<file path="src/rtl/automat_pkg.sv">
// automat_pkg: shared types and constants for the automat vending controller
// Contents: state_t FSM encoding, coin values (COIN1/COIN5/COIN10), default bottle price.
package automat_pkg;
    typedef enum logic [1:0] {IDLE, DISPENSE, CHANGE} state_t;
    localparam int COIN1     = 1;
    localparam int COIN5     = 5;
    localparam int COIN10    = 10;
    localparam int PRICE_DEF = 3;
endpackage

</file>
<file path="src/rtl/automat_coin_edge_detect.sv">
// coin_edge_detect: rising-edge detector for one coin-acceptor line
// Ports: clk, reset (async active-low), d (coin level in), ev (high in the cycle d rises).
module coin_edge_detect (
    input  logic clk,
    input  logic reset,
    input  logic d,
    output logic ev
);
    logic q;
    always_ff @(posedge clk or negedge reset)
        if (!reset) q <= 1'b0;
        else        q <= d;
    assign ev = d & ~q;
endmodule

</file>
<file path="src/rtl/automat.sv">
// automat: drink vending-machine controller (credit accumulation, dispense, change)
// Ports: clk, reset (async active-low); B1/B5/B10 coin levels in;
//        STICLA dispense pulse, R5/R1 change-coin pulses out (all registered).
// Build option: AUTOMAT_CHANGE_EN enables change return; without it excess credit is forfeited.
module automat
    import automat_pkg::*;
#(
    parameter int PRICE = PRICE_DEF,
    parameter int CW    = 5
) (
    input  logic clk,
    input  logic reset,
    input  logic B1,
    input  logic B5,
    input  logic B10,
    output logic R1,
    output logic R5,
    output logic STICLA
);
    state_t        state, state_n;
    logic [CW-1:0] credit, credit_n, sum, tot;
    logic          sticla_n, e1, e5, e10;
`ifdef AUTOMAT_CHANGE_EN
    logic [CW-1:0] change, change_n;
    logic          r1_n, r5_n;
`endif

    // Edge registers keep tracking during a sale so a held coin is never recounted.
    coin_edge_detect u_e1  (.clk(clk), .reset(reset), .d(B1),  .ev(e1));
    coin_edge_detect u_e5  (.clk(clk), .reset(reset), .d(B5),  .ev(e5));
    coin_edge_detect u_e10 (.clk(clk), .reset(reset), .d(B10), .ev(e10));

    always_ff @(posedge clk or negedge reset)
        if (!reset) begin
            state  <= IDLE;
            credit <= '0;
            STICLA <= 1'b0;
`ifdef AUTOMAT_CHANGE_EN
            change <= '0;
            R1     <= 1'b0;
            R5     <= 1'b0;
`endif
        end else begin
            state  <= state_n;
            credit <= credit_n;
            STICLA <= sticla_n;
`ifdef AUTOMAT_CHANGE_EN
            change <= change_n;
            R1     <= r1_n;
            R5     <= r5_n;
`endif
        end

    always_comb begin
        sum      = (e1 ? CW'(COIN1) : '0) + (e5 ? CW'(COIN5) : '0) + (e10 ? CW'(COIN10) : '0);
        tot      = credit + sum;
        state_n  = state;
        credit_n = credit;
        sticla_n = 1'b0;
`ifdef AUTOMAT_CHANGE_EN
        change_n = change;
        r1_n     = 1'b0;
        r5_n     = 1'b0;
`endif
        case (state)
            IDLE:
                if (tot >= CW'(PRICE)) begin
                    state_n  = DISPENSE;
                    sticla_n = 1'b1;
                    credit_n = '0;
`ifdef AUTOMAT_CHANGE_EN
                    change_n = tot - CW'(PRICE);
`endif
                end else
                    credit_n = tot;
`ifdef AUTOMAT_CHANGE_EN
            // Largest coin first, one coin per cycle; coin events here are dropped.
            default:
                if (change >= CW'(COIN5)) begin
                    r5_n     = 1'b1;
                    change_n = change - CW'(COIN5);
                    state_n  = CHANGE;
                end else if (change != '0) begin
                    r1_n     = 1'b1;
                    change_n = change - CW'(COIN1);
                    state_n  = CHANGE;
                end else
                    state_n = IDLE;
`else
            default: state_n = IDLE;
`endif
        endcase
    end

`ifndef AUTOMAT_CHANGE_EN
    assign R1 = 1'b0;
    assign R5 = 1'b0;
`endif
endmodule

</file>
<file path="config.mk">
export PLATFORM = sky130hd
export DESIGN_NAME = automat
export DESIGN_NICKNAME = d
export VERILOG_FILES = /design/src/rtl/automat_pkg.sv /design/src/rtl/automat_coin_edge_detect.sv /design/src/rtl/automat.sv
export SDC_FILE = /design/constraint.sdc
export NUM_CORES = 1
export LEC_CHECK = 0
export ABC_AREA = 0
export CAP_MARGIN = 20
export CELL_PAD_IN_SITES_DETAIL_PLACEMENT = 1
export CELL_PAD_IN_SITES_GLOBAL_PLACEMENT = 2
export CORE_AREA = 2 2 42 44
export DETAILED_ROUTE_END_ITERATION = 10
export DIE_AREA = 0 0 44 46
export GPL_ROUTABILITY_DRIVEN = 0
export HOLD_SLACK_MARGIN = 0.02
export PLACE_DENSITY_LB_ADDON = 0.1
export SLEW_MARGIN = 5
export SYNTH_ARGS = -nofsm -noshare
export SYNTH_HDL_FRONTEND = slang
export SYNTH_SLANG_ARGS = --single-unit
</file>
<file path="constraint.sdc">
create_clock -name clk -period 4.65 [get_ports clk]
set_clock_uncertainty 0.15 [all_clocks]
set_input_delay 0.465 -clock clk [delete_from_list [all_inputs] [get_ports clk]]
set_output_delay 0.465 -clock clk [all_outputs]
set_load 0.01 [all_outputs]
</file>
[Word level (Yosys, flattened, before mapping)]
Cells that the tools add are included.
Cells by class
  add/sub/neg operators: 3
  multiply operators: 0
  divide/modulo/power cells: 0
  order comparisons: 1
  equality and inequality tests: 1
  shifts and indexed selects: 0
  multiplexer cells: 8
  bitwise operators: 6
  reductions and logical operators: 1
Operators by type and width (number)
  $add A4 B4 Y5: 1
  $add A5 B5 Y5: 1
  $ge A5 B2 Y1 const B: 1
  $mux W5: 1
  $add A1 B3 Y4: 1
  $mux W2: 2
  $mux W4: 1
  $and A1 B1 Y1: 3
  $mux W1: 3
  $mux W3: 1
  $not A1 Y1: 3
  $logic_not A2 Y1: 1
  $ne A2 B2 Y1 const B: 1
Word-level totals
  register bits: 11
  bits in latches: 0
  memory bits (writable): 0
  memory bits (read-only): 0
  input bits: 5
  logic and storage cells: 26
  memories kept: 0

[Depth between registers and ports, before layout]
  depth in word-level cells: 9
  depth in mapped cells: 8
  mapped depth without buffers: 8

[By module]
Synthesis repeated with hierarchy kept, for this count alone.
Unflattened totals
  cells, all modules: 46
  area total of the unflattened synthesis: 550.5 um^2
By module, submodules not included
  automat: instances 1, cells an instance 40, area each 434.2 um^2, sequential area each 175.2 um^2
  coin_edge_detect: instances 3, cells an instance 2, area each 38.8 um^2, sequential area each 25.0 um^2

[Least setup slack after synthesis]
No wires, ideal clock.
  kind: in2reg
  start: in B5
  end: reg STICLA
  data arrival time: 2.135 ns
  data required time: 4.436 ns
  setup slack: 2.301 ns
  stages on the path: 8
  buffers on the path: 0
  path through: nor2b_1 > fa_1 > inv_1 > fa_1 > nor2b_1 > nor3_1 > mux2i_1 > o21ba_2
Between the ends
  cells in the longest elaborated chain, start to end: 8
Ends and longest elaborated chain
  start, declared: line automat.sv:14  | input logic B5,
  $and A1 B1 Y1: line automat_coin_edge_detect.sv:13  | assign ev = d & ~q;
  $mux W3: line automat.sv:55  | sum = (e1 ? CW'(COIN1) : '0) + (e5 ? CW'(COIN5) : '0) + (e10 ? CW'(COIN10) : '0);
  $add A1 B3 Y4: line automat.sv:55
  $add A4 B4 Y5: line automat.sv:55
  $add A5 B5 Y5: line automat.sv:56  | tot = credit + sum;
  $ge A5 B2 Y1: line automat.sv:67  | if (tot >= CW'(PRICE)) begin
  $mux W1: line automat.sv:67
  $mux W1: line automat.sv:65  | case (state)
  via sticla_n: line automat.sv:22  | logic sticla_n, e1, e5, e10;
  end signal, assigned: line automat.sv:46  | STICLA <= sticla_n;
  end, declared: line automat.sv:18  | output logic STICLA
The timed path passes the listed nets, and every way through them passes these cells.
A chain may end at the register's enable or synchronous reset.

[Worst setup path in the final report]
Ends and elaborated chain as after synthesis.

==> reports/results.tsv <==
metric	value	unit
Synth Warn #	0	
Die ar.	0.00202	mm2
FP Rows	15	
post-route DRC violation count	0	
Flop pwr share	0.478	
core area	0.00161	mm2
min-delay worst type	reg -> reg	
leakage	0.300	nW
multi-input logic area	250	um2
Routed wire per std cell	14.5	um
fin util	0.378	
area growth from synthesis to layout	15.7	%
Synth Cell Area	527	um2
part of the power in the clock network	0.227	
Power Internal	171	uW
crit-path max FO	4	
clk sinks	10	
setup TNS	0	ns
die width	44	um
largest net degree at the start of global routing	11	
post-cts sizing count	0	
Tcrit/Tclk final	0.601	
Req. time, crit path	4.69	ns
Starting DRT DRC Count	3	
Die Span Y	46	um
CTS tree	done	
fin crit period	2.79	ns
clock root buffer master	clkbuf_4	
Post-Synthesis Cells	46	
Syn Area/Cell	11.5	um2
Psw	74.5	uW
IO buf count	5	
Peak supply drop	0.224	mV
Fill cells	191	
Yosys top cell area share	0.475	
outcome	finished clean	
total CTS buffers	3	
top cells by area, synth	dfrtp_1, fa_1, ha_1, o21ba_2, and2_1	
Clock Tree Buf Depth	2	
Synth area leader	dfrtp_1	
vias	332	
# setup viols final	0	
initial antenna violation count	0	
# IOs	8	
First-pass DRT Iterations	3	
RSZ-0062 raised after global routing	false	
Combinational Power Share	0.295	
setup bufs post-CTS	0	
Net Sw Frac	0.304	
Max Fclk	0.358	GHz
CP Capture Type	flop	
Netlist cell types	20	
Yosys reg bits	10	
WL final	1010	um
first-pass GRT wire length	1890	um
Routed Antenna Nets	0	
# H-tree levels	1	
kind of critical path	in -> reg	
post-DP HPWL	831	um
Worst-path clk slew	0.06	ns
crit path launch type	input pin	
Skew-Pair Late Insertion Delay	0.25	ns
share of layout cells above drive strength 1	0.113	
total power divided by cell area	403	mW/mm2
grt total ovfl	0	
Max-cap violations	0	
Fin. Hold Viols	0	
Final #Nets	65	
Via density	4.74	
sequential cell area	250	um2
diodes inserted	0	
hold buffers post-CTS	0	
effective utilization at floorplan	0.326	
max-slew violation count	0	
arrival time worst endpoint	2.84	ns
Total Routing Usage GR	0.139	
register area share after synthesis	0.475	
vias in the first global route	392	
cells by family (layout without fill, tap and decap cells):
kind of cell,after synthesis,after routing,synth area share
and+or+nand+nor,14,14,0.157
DFF,10,10,0.475
AOI/OAI and AO/OA,7,7,0.105
buffers and inverters,6,12,0.0570
adders and majority gates,5,5,0.147
xor gates and xnor gates,2,2,0.0333
other,1,2,0.00712
muxes,1,1,0.0190
Yosys cell counts, drive strengths merged:
library cell and count:
a21o 1, a21oi 2, and2 3, buf 2, conb 1, dfrtp 10
fa 2, ha 3, inv 4, mux2i 1, nand2 2, nand2b 2
nor2 2, nor2b 3, nor3 1, nor3b 1, o21ba 2, o41ai 2
xnor2 1, xor2 1
worst paths after layout:
kind | start | end | slack (ns) | depth (start not counted)
max | B5 | STICLA | 1.86 | 9
min | credit[3] | credit[3] | 0.34 | 1
max reg2reg | credit[0] | STICLA | 2.23 | 7
min reg2reg | credit[3] | credit[3] | 0.34 | 1
max in group asynchronous | reset | u_e10.q | 3.67 | 1
min in group asynchronous | reset | credit[2] | 0.37 | 1
through the flow:
| stage | total power [mW] | instance area (um2) | hold slack, ns | std cells | setup WS, ns |
|---|---|---|---|---|---|
| floorplan | 0.163 | 531 | 0.0194 | 47 | 2.30 |
| global placement | 0.188 | 587 | 0.340 | 67 | 1.71 |
| detailed placement | 0.193 | 587 | 0.336 | 67 | 1.58 |
| CTS | 0.252 | 609 | 0.350 | 70 | 1.84 |
| global route | 0.271 | 609 | 0.381 | 70 | 1.58 |
| finish | 0.245 | 609 | 0.343 | 70 | 1.86 |
worst max-delay path, stage by stage:
cell	delay, ns
clkdlybuf4s50_1	0.43
nor2b_1	0.17
fa_1	0.42
inv_1	0.09
fa_1	0.44
nor2b_1	0.20
nor3_1	0.08
mux2i_1	0.35
o21ba_2	0.21
power groups by stage:
stage	clock network [mW]	registers, mW	logic (mW)
after floorplan	0	0.116	0.0475
after global placement	0	0.118	0.0693
after detailed placement	0	0.120	0.0739
after CTS	0.0598	0.118	0.0742
after global routing	0.0674	0.121	0.0824
final	0.0556	0.117	0.0724
cell type report:
| cell class | count | area share |
|---|---|---|
| flip-flops and latches | 10 | 0.411 |
| multi-input cells | 31 | 0.411 |
| repair buffers | 5 | 0.0821 |
| clock buffers | 3 | 0.0370 |
| well taps | 17 | 0.0349 |
| inverters | 4 | 0.0246 |
metal layers:
metal,share of wire,vias up,global-route usage
li1,-,162,-
met3,0.014,2,0.0397
met1,0.43,167,0.158
met4,0.014,0,0.103
met2,0.54,1,0.221
met5,0,-,0
flip-flops by register name, indices dropped and copies added, names as in the netlist:
signal and count:
STICLA 1, credit 5, state 1, u_e1.q 1
u_e10.q 1, u_e5.q 1
cells in the final DEF, fill, tap and decap left out, types with 3 or more instances in the layout:
cell type        netlist  final
and2_1                 3      3
clkbuf_4               0      3
inv_1                  4      4
ha_1                   3      3
nor2b_1                3      3
dfrtp_1               10     10
clkdlybuf4s50_1        0      5
No activity file was read; power rests on OpenSTA's default activity.
